[src/rtl/regfile_ctrl_pkg.sv]
// Shared widths, helpers and write-port record for the register-file writeback path.
package regfile_ctrl_pkg;

  localparam int unsigned RF_DATA_WIDTH = 32;
  localparam int unsigned RF_SIZE       = 32;

  function automatic int unsigned addr_width(input int unsigned size);
    return (size > 1) ? $clog2(size) : 1;
  endfunction

  function automatic int unsigned idx_width(input int unsigned n);
    return (n > 1) ? $clog2(n) : 1;
  endfunction

  localparam int unsigned RF_AW = addr_width(RF_SIZE);

  typedef struct packed {
    logic                     wen;
    logic [RF_AW-1:0]         addr;
    logic [RF_DATA_WIDTH-1:0] data;
  } rf_wr_t;

endpackage

[src/rtl/rr_arbiter.sv]
// Round-robin arbiter: one-hot grant searched from a rotating pointer, pointer kept here.
module rr_arbiter
  import regfile_ctrl_pkg::*;
#(
  parameter int unsigned N = 3
) (
  input  logic         clk,
  input  logic         rst,
  input  logic         i_en,
  input  logic [N-1:0] i_req,
  output logic [N-1:0] o_gnt
);

  localparam int unsigned IW = idx_width(N);

  logic [IW-1:0] ptr_q, ptr_d;
  logic [IW-1:0] gnt_idx;
  logic [IW:0]   cand;
  logic          found;
  logic          grant_ok;

  always_comb begin
    gnt_idx = ptr_q;
    found   = 1'b0;
    cand    = '0;
    // Walk ptr, ptr+1, ... with an explicit modulo so N need not be a power of two.
    for (int unsigned i = 0; i < N; i++) begin
      cand = {1'b0, ptr_q} + (IW+1)'(i);
      if (cand >= (IW+1)'(N)) begin
        cand = cand - (IW+1)'(N);
      end
      if (!found && i_req[cand[IW-1:0]]) begin
        found   = 1'b1;
        gnt_idx = cand[IW-1:0];
      end
    end
  end

  assign grant_ok = i_en && !rst && found;

  always_comb begin
    o_gnt = '0;
    if (grant_ok) begin
      o_gnt[gnt_idx] = 1'b1;
    end
  end

  always_comb begin
    ptr_d = ptr_q;
    if (grant_ok) begin
      ptr_d = (gnt_idx == IW'(N - 1)) ? '0 : gnt_idx + 1'b1;
    end
  end

  always_ff @(posedge clk) begin
    if (rst) begin
      ptr_q <= '0;
    end else begin
      ptr_q <= ptr_d;
    end
  end

endmodule

[src/rtl/regfile_wb_arbiter.sv]
// Arbitrates writeback sources onto the single register-file write port and forwards the
// registered write onto both read ports.
module regfile_wb_arbiter
  import regfile_ctrl_pkg::*;
#(
  parameter  int unsigned DATA_WIDTH    = 32,
  parameter  int unsigned REG_FILE_SIZE = 32,
  parameter  int unsigned NUM_REQ       = 3,
  localparam int unsigned AW            = addr_width(REG_FILE_SIZE)
) (
  input  logic                          clk,
  input  logic                          rst,
  input  logic                          i_stall,
  input  logic [NUM_REQ-1:0]            i_req_valid,
  input  logic [NUM_REQ*AW-1:0]         i_req_addr,
  input  logic [NUM_REQ*DATA_WIDTH-1:0] i_req_data,
  output logic [NUM_REQ-1:0]            o_req_ready,
  output logic                          o_wen,
  output logic [AW-1:0]                 o_waddr,
  output logic [DATA_WIDTH-1:0]         o_wdata,
  input  logic [AW-1:0]                 i_raddr1,
  input  logic [AW-1:0]                 i_raddr2,
  input  logic [DATA_WIDTH-1:0]         i_rf_rdata1,
  input  logic [DATA_WIDTH-1:0]         i_rf_rdata2,
  output logic [DATA_WIDTH-1:0]         o_fwd_rdata1,
  output logic [DATA_WIDTH-1:0]         o_fwd_rdata2
);

  // Same layout as rf_wr_t, sized by this instance's parameters.
  typedef struct packed {
    logic                  wen;
    logic [AW-1:0]         addr;
    logic [DATA_WIDTH-1:0] data;
  } wr_t;

  logic [NUM_REQ-1:0]    gnt;
  logic                  any_gnt;
  logic [AW-1:0]         sel_addr;
  logic [DATA_WIDTH-1:0] sel_data;
  wr_t                   wr_q, wr_d;

  rr_arbiter #(
    .N (NUM_REQ)
  ) u_rr_arbiter (
    .clk   (clk),
    .rst   (rst),
    .i_en  (!i_stall),
    .i_req (i_req_valid),
    .o_gnt (gnt)
  );

  assign o_req_ready = gnt;
  assign any_gnt     = |gnt;

  always_comb begin
    sel_addr = '0;
    sel_data = '0;
    for (int unsigned k = 0; k < NUM_REQ; k++) begin
      if (gnt[k]) begin
        sel_addr = i_req_addr[k*AW +: AW];
        sel_data = i_req_data[k*DATA_WIDTH +: DATA_WIDTH];
      end
    end
  end

  // Writes to register 0 are accepted but never reach the port; address/data hold.
  always_comb begin
    wr_d     = wr_q;
    wr_d.wen = 1'b0;
    if (any_gnt && (sel_addr != '0)) begin
      wr_d.wen  = 1'b1;
      wr_d.addr = sel_addr;
      wr_d.data = sel_data;
    end
  end

  always_ff @(posedge clk) begin
    if (rst) begin
      wr_q <= '0;
    end else begin
      wr_q <= wr_d;
    end
  end

  assign o_wen   = wr_q.wen;
  assign o_waddr = wr_q.addr;
  assign o_wdata = wr_q.data;

  always_comb begin
    o_fwd_rdata1 = i_rf_rdata1;
    o_fwd_rdata2 = i_rf_rdata2;
    if (wr_q.wen && (wr_q.addr == i_raddr1) && (i_raddr1 != '0)) begin
      o_fwd_rdata1 = wr_q.data;
    end
    if (wr_q.wen && (wr_q.addr == i_raddr2) && (i_raddr2 != '0)) begin
      o_fwd_rdata2 = wr_q.data;
    end
  end

endmodule

[config.mk]
export PLATFORM = sky130hd
export DESIGN_NAME = regfile_wb_arbiter
export DESIGN_NICKNAME = d
export VERILOG_FILES = /design/src/rtl/regfile_ctrl_pkg.sv /design/src/rtl/rr_arbiter.sv /design/src/rtl/regfile_wb_arbiter.sv
export SDC_FILE = /design/constraint.sdc
export NUM_CORES = 1
export LEC_CHECK = 0
export BUFFER_PORTS_ARGS = -buffer_cell sky130_fd_sc_hd__buf_2
export CORE_AREA = 2 2 113 115
export DETAILED_ROUTE_END_ITERATION = 10
export DIE_AREA = 0 0 115 117
export PLACE_DENSITY = 0.68
export SLEW_MARGIN = 30
export SYNTH_ARGS = -nofsm -noshare
export SYNTH_HDL_FRONTEND = slang
export SYNTH_SLANG_ARGS = --single-unit
[constraint.sdc]
create_clock -name clk -period 2.9 [get_ports clk]
set_input_delay 0.435 -clock clk [delete_from_list [all_inputs] [get_ports clk]]
set_output_delay 0.435 -clock clk [all_outputs]
set_load 0.05 [all_outputs]
==> flow_metrics.env, run 1 <==
export IMPL_overflow=0
export IMPL_drc=0
export IMPL_syn_cell_area_sq_um=3640
export IMPL_intPower_uw=1630
export IMPL_cp_end_kind="flop"
export IMPL_wl_per_cell_um=16.3
export IMPL_drt_pre_antenna_iters=4
export IMPL_syn_instance_count=385
export IMPL_dp_hpwl_um=10500
export IMPL_final_nets=880
export IMPL_async_flop_share=0
export IMPL_layout_drive_gt1_share=0.601
export IMPL_cts_buffer_depth=2
export IMPL_drt_initial_drc_count=107
export IMPL_postRouteAntennaNets=0
export IMPL_reg2reg_from="u_rr_arbiter.ptr_q[0]"
export IMPL_yosys_most_used_dff="dfxtp_1"
export IMPL_grt_max_degree=39
export IMPL_tightest_slew_ps=436
export IMPL_p_seq_frac=0.236
export IMPL_yosysWarnings=0
export IMPL_fin_cells=837
export IMPL_synth_fa_ha_area_frac=0.0103
export IMPL_max_freq_ghz=0.343
export IMPL_via_count=4117
export IMPL_cts_tree="yes"
export IMPL_synth_top_family_by_area="multiplexers"
export IMPL_coreArea_sq_um=12300
export IMPL_wl_um=13600
export IMPL_io_buffers=295
export IMPL_powerDensity_nw_per_um2=522
export IMPL_total_power_uw=3010
export IMPL_critPathLaunch="u_rr_arbiter.ptr_q[0]"
export IMPL_start_util=0.295
export IMPL_synth_top_cell_area_share=0.220
export IMPL_ys_ff_latch=40
export IMPL_path_class="flop to flop"
export IMPL_synth_top_area_cell="dfxtp_1"
export IMPL_std_cell_rows=41
export IMPL_violations="negative setup slack"
export IMPL_layout_common_cells="buf_2 (292), mux2i_1 (65), mux2_2 (44), nand2_1 (39), dfxtp_1 (34)"
export IMPL_synth_nets=579
export IMPL_cp_endpoint="o_wdata[28]"
export IMPL_fin_crit_sh=1.00
export IMPL_hold_depth=2
export IMPL_die_w_um=115
export IMPL_io_pins=296
export IMPL_hold_viol=0
export IMPL_fin_crit_ps=2910
export IMPL_synth_edf_count=0
export IMPL_grt_pass1_vias=3743
export IMPL_ctsHoldBuffers=0
export IMPL_required_ps=3070
export IMPL_power_switching_uw=1380
export IMPL_grt_first_pass_wirelength_um=18700
export IMPL_worst_setup_path_start_kind="flop"
export IMPL_yosysSeqAreaShare=0.220
export IMPL_clock_power_share=0.176
export IMPL_timing_final_ws_setup_ps=-13.4
export IMPL_die_area_sq_um=13500
export IMPL_cts_sinks=40
export IMPL_dp_slack_ps=-49.0
export IMPL_synth_area_leaders="dfxtp_1 (22%), mux2i_1 (18%), mux2_2 (14%), o2bb2ai_1 (7.7%), mux2_1 (6.8%)"
export IMPL_rsz0062_at_grt="true"
export IMPL_slew_headroom=0.709
export IMPL_switching_share=0.458
export IMPL_placed_cells=822
export IMPL_synthSimpleGateAreaFrac=0.154
export IMPL_muxShareOfSynthArea=0.396
export IMPL_regToRegSetupSlack_ps=-10
export IMPL_drv_slew=0
export IMPL_cts_root_buf="clkbuf_16"
export IMPL_synthXorXnorAreaFrac=0.0193
export IMPL_r2r_end="o_wdata[28]"
export IMPL_peakVddDrop_v=0.000194
export IMPL_synth_compound_area_frac=0.152
export IMPL_grt_antenna_before_repair=2
export IMPL_tns_ps=-144
export IMPL_path_max_fanout=9
export IMPL_area_growth_pct=58.7
export IMPL_die_y_um=117
export IMPL_syn_avg_cell_area_sq_um=9.44
export IMPL_power_frac_comb=0.587
export IMPL_gp_congestion=0.834
export IMPL_clk_latency_ps=280
export IMPL_final_common_cell="buf_2"
export IMPL_clk_pin_slew_worst_paths_ps=60
export IMPL_cts_max_level=2
export IMPL_numCtsBuffers=5
export IMPL_setup_viol=16
export IMPL_fin_worst_skew_ps=4.78
export IMPL_synth_distinct_cells=50
export IMPL_track_usage=0.175
export IMPL_viasPerCell=4.92
export IMPL_r2r_cells=11
export IMPL_arrival_ps=3080
export IMPL_maxCapViolCount=0
export IMPL_min_delay_path_class="flop to flop"
export IMPL_outcome="complete, but fails checks"
export IMPL_leakage_uw=0.00285
==> power by group through the flow <==
stage          Clock (uW)  Combinational (uW)  Sequential (uW)
6_report              531                1770              712
5_1_grt               564                1880              723
4_1_cts               552                1680              713
3_5_place_dp            0                1660              724
3_3_place_gp            0                1650              722
2_1_floorplan           0                 966              934
==> routing by layer <==
metal,GRT usage,vias to the layer above,share of wire
met5,0,-,0
met4,0.0386,0,0.013
met3,0.0314,12,0.064
met2,0.313,183,0.48
met1,0.220,1899,0.44
li1,-,2023,-
==> logic make-up after synthesis <==
| group | Yosys count |
|---|---|
| xor+xnor | 8 |
| buf+inv | 36 |
| flops | 40 |
| mux | 135 |
| fa+ha+maj | 3 |
| simple gates | 103 |
| compound gates | 60 |
==> synthesized netlist by cell type, types with 3 or more instances <==
library cell   n
buf_2          5
dfxtp_1       40
clkbuf_1      15
buf_1          7
nor4_1         4
nand4_1        3
ha_1           3
a21oi_1        7
xor2_1         6
buf_6          4
inv_1          5
nand2_1       39
nand2b_1      33
nor2_1         5
and3_1         4
mux2_1        22
mux2i_1       66
o2bb2ai_1     32
mux2_2        46
==> critical path: stages, from the launching register on <==
cell and delay, ps:
dfxtp_4 380, inv_4 40, ha_4 230, or2_1 240, a32oi_2 210, a211o_1 220, and2_4 200, mux2_4 330
a221oi_4 330, nand4_4 250, clkbuf_16 250, mux2i_1 110
==> layout make-up <==
class	instances	area, sq um
tap	150	188
antenna	1	2.50
fill	1235	6540
timing repair buffer	324	1810
sequential	40	813
clock inverter	2	12.5
multi-input combinational	310	2800
inverter	5	21.3
clock buffer	5	125
==> registers in the layout (all words and copies together) (netlist names) <==
signal              cells
o_waddr                 5
o_wdata                32
o_wen                   1
u_rr_arbiter.ptr_q      2
==> timing repair <==
item                                    4_1_cts  5_1_grt
pin swaps                                     3       11
buffers inserted                              3        2
cloned                                        1        2
gates resized for setup                       2       17
endpoints found under the setup margin       33       39
==> stage by stage <==
stage | util | area (sq um) | hold slack, ps
after global routing | 0.469 | 5770 | 501
after CTS | 0.459 | 5650 | 489
after global placement | 0.445 | 5480 | 478
after floorplan | - | 3700 | 526
final | 0.469 | 5770 | 495
after detailed placement | 0.445 | 5480 | 494
==> worst min-delay path by stage <==
stage / endpoint / slack [ps] / start
6_report: o_wdata[27] / 500 / o_wdata[27]
5_1_grt: o_waddr[4] / 500 / i_req_addr[14]
4_1_cts: o_waddr[4] / 490 / i_req_addr[14]
3_5_place_dp: o_wdata[18] / 490 / o_wdata[18]
3_3_place_gp: o_wdata[20] / 480 / o_wdata[20]
2_1_floorplan: u_rr_arbiter.ptr_q[0] / 530 / u_rr_arbiter.ptr_q[0]
Note: power is estimated with default switching activity, not from simulation.
==> run 2, diff against run 1 <==
Settings changed: RECOVER_POWER set to 25.
==> run 2 against run 1 <==
Effect of this change:
- the flow still finishes with violations (negative setup slack)
- critical endpoint is now o_wdata[13]
- largest power group unchanged
- non-clock buffer count unchanged
- register-to-register slack is essentially flat
- via count is 0.19% higher
- largest cell class unchanged
==> flow_metrics.env, run 2 (synthesized netlist as in run 1, its figures left out) <==
export IMPL_outcome="complete, but fails checks"
export IMPL_violations="negative setup slack"
export IMPL_timing_critical_path_max_delay_family="compound AO/OA/AOI/OAI gates"
export IMPL_viasPerCell=4.93
export IMPL_path_buf_inv=2
export IMPL_largest_reg_flops=32
export IMPL_drc=0
export IMPL_fin_crit_ps=2920
export IMPL_final_util=0.466
export IMPL_layout_common_cells="buf_2 (265), mux2i_1 (65), mux2_2 (44), nand2_1 (39), dfxtp_1 (34)"
export IMPL_reg2reg_from="u_rr_arbiter.ptr_q[0]"
export IMPL_grt_max_degree=39
export IMPL_switching_share=0.460
export IMPL_layout_drive_gt1_share=0.561
export IMPL_track_usage=0.175
export IMPL_grt_first_pass_wirelength_um=18700
export IMPL_grt_util_met2=0.313
export IMPL_start_util=0.295
export IMPL_cts_max_level=2
export IMPL_final_nets=880
export IMPL_cp_depth=11
export IMPL_final_common_cell="buf_2"
export IMPL_required_ps=3060
export IMPL_area_growth_pct=57.8
export IMPL_r2r_end="o_wdata[13]"
export IMPL_die_area_sq_um=13500
export IMPL_power_switching_uw=1380
export IMPL_overflow=0
export IMPL_max_freq_ghz=0.343
export IMPL_dp_slack_ps=-49.0
export IMPL_coreArea_sq_um=12300
export IMPL_std_cell_rows=41
export IMPL_finalInstanceArea_sq_um=5740
export IMPL_use_met3=0.0314
export IMPL_maxCapViolCount=0
export IMPL_min_from="i_req_addr[14]"
export IMPL_worst_setup_path_start_kind="flop"
export IMPL_powerDensity_nw_per_um2=522
export IMPL_rsz0062_at_grt="true"
export IMPL_tightest_slew_ps=609
export IMPL_setup_viol=16
export IMPL_cp_end_kind="flop"
export IMPL_hold_end="o_waddr[4]"
export IMPL_min_delay_path_class="primary input to flop"
export IMPL_drv_slew=0
export IMPL_path_class="flop to flop"
export IMPL_tns_ps=-197
export IMPL_peakVddDrop_v=0.000190
export IMPL_fin_crit_sh=1.01
export IMPL_r2r_cells=11
export IMPL_nFillCells=1250
export IMPL_grt_use_met1=0.220
export IMPL_cts_buffer_depth=2
export IMPL_grt_antenna_before_repair=2
export IMPL_arrival_ps=3080
export IMPL_grt_pass1_vias=3743
export IMPL_p_seq_frac=0.238
export IMPL_top_usage_layer="met2"
export IMPL_postRouteAntennaNets=0
export IMPL_path_max_fanout=8
export IMPL_slowest_delay_ps=380
export IMPL_hold_viol=0
export IMPL_timing_final_ws_setup_ps=-15.6
export IMPL_wl_per_cell_um=16.3
export IMPL_slew_headroom=0.596
export IMPL_numCtsBuffers=5
export IMPL_wl_um=13600
export IMPL_die_w_um=115
export IMPL_via_count=4125
export IMPL_dp_hpwl_um=10500
export IMPL_cts_sinks=40
export IMPL_cts_tree="yes"
export IMPL_total_power_uw=3000
export IMPL_ctsHoldBuffers=0
export IMPL_power_frac_comb=0.586
export IMPL_io_pins=296
export IMPL_leakage_uw=0.00273
export IMPL_critPathSlowestCell="dfxtp_4"
export IMPL_die_y_um=117
export IMPL_gp_congestion=0.834
export IMPL_fin_worst_skew_ps=3.76
export IMPL_drt_pre_antenna_iters=4
export IMPL_io_buffers=295
export IMPL_clock_power_share=0.176
export IMPL_clk_pin_slew_worst_paths_ps=60
export IMPL_path_cells="inv_4 -> ha_4 -> or2_1 -> a32oi_2 -> a211o_1 -> and2_4 -> mux2_4 -> a221oi_4 -> nand4_4 -> clkbuf_16 -> mux2i_1"
export IMPL_dpl_cell_area_sq_um=5480
export IMPL_drt_initial_drc_count=128
export IMPL_hold_depth=3
export IMPL_cts_root_buf="clkbuf_16"
export IMPL_intPower_uw=1620
export IMPL_clk_latency_ps=280
export IMPL_regToRegSetupSlack_ps=-20
run 2: metal layers:
metal	vias up	part of all wire	wire length (um)
li1	2025	-	-
met1	1913	0.43	5930
met2	177	0.49	6660
met3	10	0.066	902
met4	0	0.012	160
met5	-	0	0
run 2: worst register-to-register path: stages (launching register included):
cell and delay [ps]:
dfxtp_4 380, inv_4 40, ha_4 230, or2_1 240, a32oi_2 210, a211o_1 220
and2_4 200, mux2_4 330, a221oi_4 330, nand4_4 250, clkbuf_16 250, mux2i_1 120
run 2: worst max-delay path by stage:
stage                                startpoint          end  slack, ps
after CTS                 u_rr_arbiter.ptr_q[1]  o_wdata[17]         10
after global routing      u_rr_arbiter.ptr_q[0]  o_wdata[17]       -140
after global placement    u_rr_arbiter.ptr_q[1]  o_wdata[27]         30
after detailed placement  u_rr_arbiter.ptr_q[1]  o_wdata[17]        -50
final                     u_rr_arbiter.ptr_q[0]  o_wdata[13]        -20
after floorplan           u_rr_arbiter.ptr_q[1]  o_wdata[10]         30
run 2: power groups by stage:
stage,sequential [uW],clock (uW),combinational (uW)
3_3_place_gp,722,0,1650
2_1_floorplan,934,0,966
3_5_place_dp,724,0,1660
4_1_cts,713,552,1680
6_report,713,528,1760
5_1_grt,725,564,1870
run 2: repair_timing:
action                                  in CTS  in global routing
setup buffers                                3                  2
hold endpoints to repair                     0                  0
gates resized for setup                      2                 17
pin swaps                                    3                 11
endpoints found under the setup margin      33                 39
cloned                                       1                  2
run 2: per-stage QoR:
stage | std cells | hold slack [ps]
after floorplan | 385 | 526
after global placement | 822 | 478
after detailed placement | 822 | 494
after CTS | 833 | 489
after global routing | 836 | 501
final | 837 | 499
run 2: area by class of cell:
class / count / area (sq um) / area share
Timing Repair Buffer: 324 / 1770 / 0.309
Multi-Input combinational cell: 310 / 2800 / 0.488
Clock buffer: 5 / 125 / 0.0218
Antenna cell: 1 / 2.50 / 0.000436
Sequential cell: 40 / 813 / 0.142
Inverter: 5 / 21.3 / 0.00371
Clock inverter: 2 / 12.5 / 0.00218
Tap cell: 150 / 188 / 0.0327
